## config.mk

```make
export PLATFORM = sky130hd
export DESIGN_NAME = fetch_unit
export DESIGN_NICKNAME = d
export VERILOG_FILES = /design/src/rtl/risc_pkg.sv /design/src/rtl/fetch_buffer.sv /design/src/rtl/fetch_unit.sv
export SDC_FILE = /design/constraint.sdc
export NUM_CORES = 1
export LEC_CHECK = 0
export ABC_AREA = 1
export CORE_UTILIZATION = 30
export CTS_CLUSTER_DIAMETER = 150
export DETAILED_ROUTE_END_ITERATION = 8
export PLACE_DENSITY = 0.59
export SETUP_SLACK_MARGIN = 0.02
export SYNTH_ARGS = -nofsm -noshare
export SYNTH_HDL_FRONTEND = slang
export SYNTH_SLANG_ARGS = --single-unit
```

## constraint.sdc

```tcl
create_clock -name clk -period 4.9 [get_ports clk]
set_input_delay 0.49 -clock clk [delete_from_list [all_inputs] [get_ports clk]]
set_output_delay 0.49 -clock clk [all_outputs]
set_load 0.05 [all_outputs]
```

## src/rtl/risc_pkg.sv

```systemverilog
// Shared types and constants for the instruction-fetch slice.
package risc_pkg;

    localparam int INST_W         = 32;
    localparam int ADDR_W         = 32;
    localparam int IMEM_BYTES_DEF = 32;

    // Fetch controller states. The top keeps its state register as plain
    // logic and names the encodings through localparams built from these.
    typedef enum logic [1:0] {
        IDLE = 2'd0,
        RUN  = 2'd1,
        DONE = 2'd2
    } fetch_state_e;

    // One fetched instruction together with the address it came from.
    typedef struct packed {
        logic [INST_W-1:0] inst;
        logic [ADDR_W-1:0] pc;
    } fetch_pkt_t;

    // A redirect target is unusable when it is not word aligned or points
    // past the last whole word of instruction memory.
    function automatic logic target_illegal(input logic [ADDR_W-1:0] target,
                                            input logic [ADDR_W-1:0] last_addr);
        return (target[1:0] != 2'b00) || (target > last_addr);
    endfunction

endpackage

```

## src/rtl/fetch_buffer.sv

```systemverilog
// Output holding register between fetch and decode.
//
// Handshake: a packet is transferred on a rising edge where valid && ready.
// While valid is high and ready is low, dout and valid are held stable.
// flush drops the held packet regardless of ready; load captures a new
// packet and has priority over the drain that a completed handshake causes.
module fetch_buffer
    import risc_pkg::*;
(
    input  logic       clk,
    input  logic       rst,
    input  logic       load,
    input  logic       flush,
    input  logic       ready,
    input  fetch_pkt_t din,
    output logic       valid,
    output fetch_pkt_t dout
);

    // Valid flag: flush beats load, load beats drain-on-handshake.
    always_ff @(posedge clk) begin
        if (rst) begin
            valid <= 1'b0;
        end else if (flush) begin
            valid <= 1'b0;
        end else if (load) begin
            valid <= 1'b1;
        end else if (valid && ready) begin
            valid <= 1'b0;
        end
    end

    // Payload: captured only on load, otherwise held so decode sees stable data.
    always_ff @(posedge clk) begin
        if (rst) begin
            dout <= '0;
        end else if (load && !flush) begin
            dout <= din;
        end
    end

endmodule

```

## src/rtl/fetch_unit.sv

```systemverilog
// Instruction-fetch stage: PC register, fetch FSM and delivered-instruction
// counter, driving inst_memory and feeding decode through fetch_buffer.
module fetch_unit
    import risc_pkg::*;
#(
    parameter logic [ADDR_W-1:0] RESET_PC   = 32'h0000_0000,
    parameter int                IMEM_BYTES = IMEM_BYTES_DEF,
    parameter int                CNT_W      = 16
) (
    input  logic              clk,
    input  logic              rst,
    input  logic              start,
    output logic [ADDR_W-1:0] im_addr,
    output logic              en_im,
    input  logic [INST_W-1:0] im_inst,
    input  logic              branch_taken,
    input  logic [ADDR_W-1:0] branch_target,
    input  logic              id_ready,
    output logic              inst_valid,
    output logic [INST_W-1:0] inst_out,
    output logic [ADDR_W-1:0] pc_out,
    output logic              done,
    output logic              fetch_err,
    output logic [CNT_W-1:0]  fetch_count,
    output logic [1:0]        dbg_state
);

    localparam logic [1:0] ST_IDLE = IDLE;
    localparam logic [1:0] ST_RUN  = RUN;
    localparam logic [1:0] ST_DONE = DONE;

    localparam logic [ADDR_W-1:0] LAST_ADDR = ADDR_W'(IMEM_BYTES - 4);

    logic [1:0]        state;
    logic [1:0]        state_nxt;
    logic [ADDR_W-1:0] pc;
    logic              running;
    logic              load;
    logic              pc_in_range;
    logic              tgt_bad;
    logic              do_fetch;
    logic              do_end;
    logic              do_redirect;
    logic              buf_flush;
    fetch_pkt_t        buf_din;
    fetch_pkt_t        buf_dout;

    // Fetch decision for this cycle. A redirect overrides both stall and
    // end-of-program; the output register may only be reloaded when it is
    // empty or its current word is being taken by decode.
    always_comb begin
        running     = (state == ST_RUN);
        load        = !inst_valid || id_ready;
        pc_in_range = (pc <= LAST_ADDR);
        tgt_bad     = target_illegal(branch_target, LAST_ADDR);
        do_redirect = running && branch_taken;
        do_fetch    = running && !branch_taken && load && pc_in_range;
        do_end      = running && !branch_taken && load && !pc_in_range;
        buf_flush   = do_redirect || do_end;
    end

    assign im_addr   = pc;
    assign en_im     = do_fetch;
    assign done      = (state == ST_DONE);
    assign dbg_state = state;

    assign buf_din.inst = im_inst;
    assign buf_din.pc   = pc;

    // Next-state logic; DONE is only left through reset.
    always_comb begin
        state_nxt = state;
        case (state)
            ST_IDLE: begin
                if (start) begin
                    state_nxt = ST_RUN;
                end
            end
            ST_RUN: begin
                if (do_redirect) begin
                    if (tgt_bad) begin
                        state_nxt = ST_DONE;
                    end
                end else if (do_end) begin
                    state_nxt = ST_DONE;
                end
            end
            ST_DONE: begin
                state_nxt = ST_DONE;
            end
            default: begin
                state_nxt = ST_IDLE;
            end
        endcase
    end

    // State register.
    always_ff @(posedge clk) begin
        if (rst) begin
            state <= ST_IDLE;
        end else begin
            state <= state_nxt;
        end
    end

    // PC: loaded on start, advanced per fetch, replaced by a legal redirect.
    // An illegal redirect leaves it where it was so the faulting point is visible.
    always_ff @(posedge clk) begin
        if (rst) begin
            pc <= RESET_PC;
        end else if (state == ST_IDLE) begin
            if (start) begin
                pc <= RESET_PC;
            end
        end else if (do_redirect) begin
            if (!tgt_bad) begin
                pc <= branch_target;
            end
        end else if (do_fetch) begin
            pc <= pc + 32'd4;
        end
    end

    // Sticky error flag for an illegal redirect target.
    always_ff @(posedge clk) begin
        if (rst) begin
            fetch_err <= 1'b0;
        end else if (do_redirect && tgt_bad) begin
            fetch_err <= 1'b1;
        end
    end

    // Delivered-instruction counter; a handshake in a flush cycle still counts.
    always_ff @(posedge clk) begin
        if (rst) begin
            fetch_count <= '0;
        end else if (inst_valid && id_ready) begin
            fetch_count <= fetch_count + CNT_W'(1);
        end
    end

    fetch_buffer u_buf (
        .clk   (clk),
        .rst   (rst),
        .load  (do_fetch),
        .flush (buf_flush),
        .ready (id_ready),
        .din   (buf_din),
        .valid (inst_valid),
        .dout  (buf_dout)
    );

    assign inst_out = buf_dout.inst;
    assign pc_out   = buf_dout.pc;

endmodule
```

==> impl_metrics.env <==
export IMPL_hpwl_mm=8.25
export IMPL_rsz0062_at_grt="no"
export IMPL_netlist_area_leader_share_pct=52.6
export IMPL_grt_ovfl_total=0
export IMPL_final_hold_violation_count=0
export IMPL_yosys_top_cells_area="dfxtp_1 (53%), nor2_1 (15%), nand2_1 (8.7%)"
export IMPL_cap_violations=0
export IMPL_setup_tns_ps=0
export IMPL_post_route_min_period_ps=3170
export IMPL_period_share_pct=64.7
export IMPL_hold_path_class="register to register"
export IMPL_outcome="finished, final reports clean"
export IMPL_intPower_mw=2.17
export IMPL_power_share_clock_pct=34.7
export IMPL_die_area_um2=15200
export IMPL_clk_pin_slew_ps=50
export IMPL_post_cts_buffers=0
export IMPL_cts_buffers=17
export IMPL_netlist_instances=584
export IMPL_htree_num_levels=4
export IMPL_vias=4169
export IMPL_fmax_mhz=315
export IMPL_yosysTopAreaCell="dfxtp_1"
export IMPL_finalWirelength_mm=11.8
export IMPL_p_leak_nw=2.69
export IMPL_peakVddDrop_mv=0.274
export IMPL_routed_via_density=4.36
export IMPL_cp_required_ps=4410
export IMPL_slew_violations=0
export IMPL_nets=839
export IMPL_die_h_um=123
export IMPL_cellPowerDensity_nw_per_um2=485
export IMPL_firstDrtPassIters=4
export IMPL_grt_usage_pct=16.0
export IMPL_cts_buffer_depth=2
export IMPL_path_max_fanout=40
export IMPL_gp_congestion=0.828
export IMPL_initial_utilization_pct=31.3
export IMPL_relSlewSlack_pct=54.4
export IMPL_wl_per_cell_um=12.3
export IMPL_p_total_mw=3.36
export IMPL_setup_viol=0
export IMPL_synthArstFlopShare_pct=0
export IMPL_syn_to_final_growth_pct=56.9
export IMPL_synth_edf_count=0
export IMPL_crit_family="buffers and inverters"
export IMPL_synth_nets=658
export IMPL_worstPathArrival_ps=2680
export IMPL_drive_gt1_share_pct=6.31
export IMPL_tritoncts="done"
export IMPL_met1_length_mm=5.26
export IMPL_switching_power_mw=1.19
export IMPL_cts_sinks=116
export IMPL_diodes=0
export IMPL_synth_seq_cells=116
export IMPL_crit_top_cell="nand2_1"
export IMPL_placedInstanceArea_um2=6360
export IMPL_endpoint_kind="output port"
export IMPL_synth_area_um2=4410
export IMPL_grt_antenna_before_repair=0
export IMPL_drtIter0Drc=178
export IMPL_root_buffer="clkbuf_16"
export IMPL_fin_cells=956
export IMPL_numPortBuffers=186
export IMPL_synth_seq_area_share_pct=52.6
export IMPL_drtAntennaViolNets=0
export IMPL_finClkSkew_ps=14.2
export IMPL_drc=0
export IMPL_critPathBufInv=3
export IMPL_grt_pass1_wl_mm=18.7
export IMPL_tightest_slew_ps=683
export IMPL_max_stage_delay_ps=870
export IMPL_std_cell_rows=43
export IMPL_ioPinCount=187
export IMPL_ys_warn_count=0
export IMPL_grt_pass1_vias=3905
export IMPL_die_x_um=123
export IMPL_avgSynthCellArea_um2=7.56
export IMPL_clock_latency_ps=410
export IMPL_top_layer="met4"
export IMPL_slowest_stage="clkdlybuf4s50_1"
export IMPL_cts_resized=0
export IMPL_seqPwrFrac_pct=32.9
export IMPL_crit_type="register to output port"
export IMPL_routed_wl_met3_mm=1.07
export IMPL_wl_met2_mm=5.20
export IMPL_p_sw_share_pct=35.3
export IMPL_grt_max_degree=70
export IMPL_final_cell_area_um2=6920
export IMPL_critPathLaunchType="register"
export IMPL_fp_coreArea_um2=14100
export IMPL_cp_cell_sequence="ha_1 > nand2_1 > inv_2 > o21ai_2 > nand2_1 > nor2_2 > nand3_2 > inv_6 > clkdlybuf4s50_1"
export IMPL_yosysUniqueCellTypes=31
export IMPL_combPwrFrac_pct=32.3
export IMPL_cts_hold_buf=0
export IMPL_synthFlopType="dfxtp_1"
export IMPL_dp_cells=926
## final cells by class
class / count / area (um2)
fill: 1346 / 7170
sequential: 116 / 2320
timing repair buffer: 189 / 1880
multi-input combinational: 397 / 1770
clock buffer: 25 / 485
tap: 180 / 225
inverter: 44 / 170
clock inverter: 5 / 75.1
## cell usage after synthesis, types with 5 or more instances
cell type	count
clkbuf_1	12
nand4_1	7
o21ai_1	36
nor2_1	182
inv_1	39
dfxtp_1	116
buf_6	5
o21ai_0	10
nand2_1	102
buf_2	9
a21oi_1	15
nand3_1	11
ha_1	5
## registers in the layout (all words and copies together), names as in the netlist
name and count:
dbg_state 2, fetch_count 16, im_addr 32, fetch_err 1, u_buf.valid 1, u_buf.dout 64
## per-layer routing
layer  GRT usage [%]  up-vias
met1            19.2     1837
met2            24.9      131
met5               0        -
met4            7.23        0
met3            6.55       22
li1                -     2179
## layout by cell type (no fill, tap or decap), drive strengths merged
cell type,count
nor2,186
clkdlybuf4s50,185
dfxtp,116
nand2,105
o21ai,47
inv,44
clkbuf,25
a21oi,16
nand3,13
nand4,7
nor3,7
ha,5
buf,4
xor2,3
nor3b,3
clkinv,3
bufinv,2
o211ai,1
a211oi,1
nand3b,1
a21o,1
and2,1
## worst paths after layout
kind                                    start            end  slack, ps  cells past startpoint
worst max register to register     im_addr[2]     im_addr[4]       2280                     13
worst max-delay path               im_addr[2]          en_im       1730                      9
worst min-delay path            u_buf.dout[7]  u_buf.dout[7]        430                      2
worst min register to register  u_buf.dout[7]  u_buf.dout[7]        430                      2
## per-stage QoR
step / util (%) / hold WS, ps / setup WS [ps]
3_3_place_gp: 45.1 / 427 / 1830
3_5_place_dp: 45.1 / 427 / 1810
2_1_floorplan: - / 639 / 2710
5_1_grt: 49.1 / 457 / 1570
4_1_cts: 49.1 / 437 / 1690
6_report: 49.1 / 435 / 1730
## cells by family after synthesis
logic type	Yosys count	synth area share [%]
simple gates	323	30.2
flops	116	52.6
buf+inv	71	7.34
compound gates	66	7.83
fa+ha+maj	5	1.42
xor+xnor	3	0.596
## power by group through the flow
stage	Clock, mW	Sequential, mW	Combinational (mW)
after global routing	1.25	1.12	1.18
after CTS	1.20	1.11	1.09
after floorplan	0	1.45	0.456
after detailed placement	0	1.13	1.09
final	1.17	1.11	1.09
after global placement	0	1.12	1.09
## worst register-to-register path, stage by stage (launching register included)
cell and delay (ps):
dfxtp_1 430, ha_1 210, nand2_1 70, inv_2 70, o21ai_2 50, nand2_1 70, nor2_2 50, nand3_2 120
buf_4 570, nand2_2 190, nand3_2 450, nand2_1 100, nand2_1 90, nor2_1 40
Note: power is estimated with default switching activity, not from simulation.
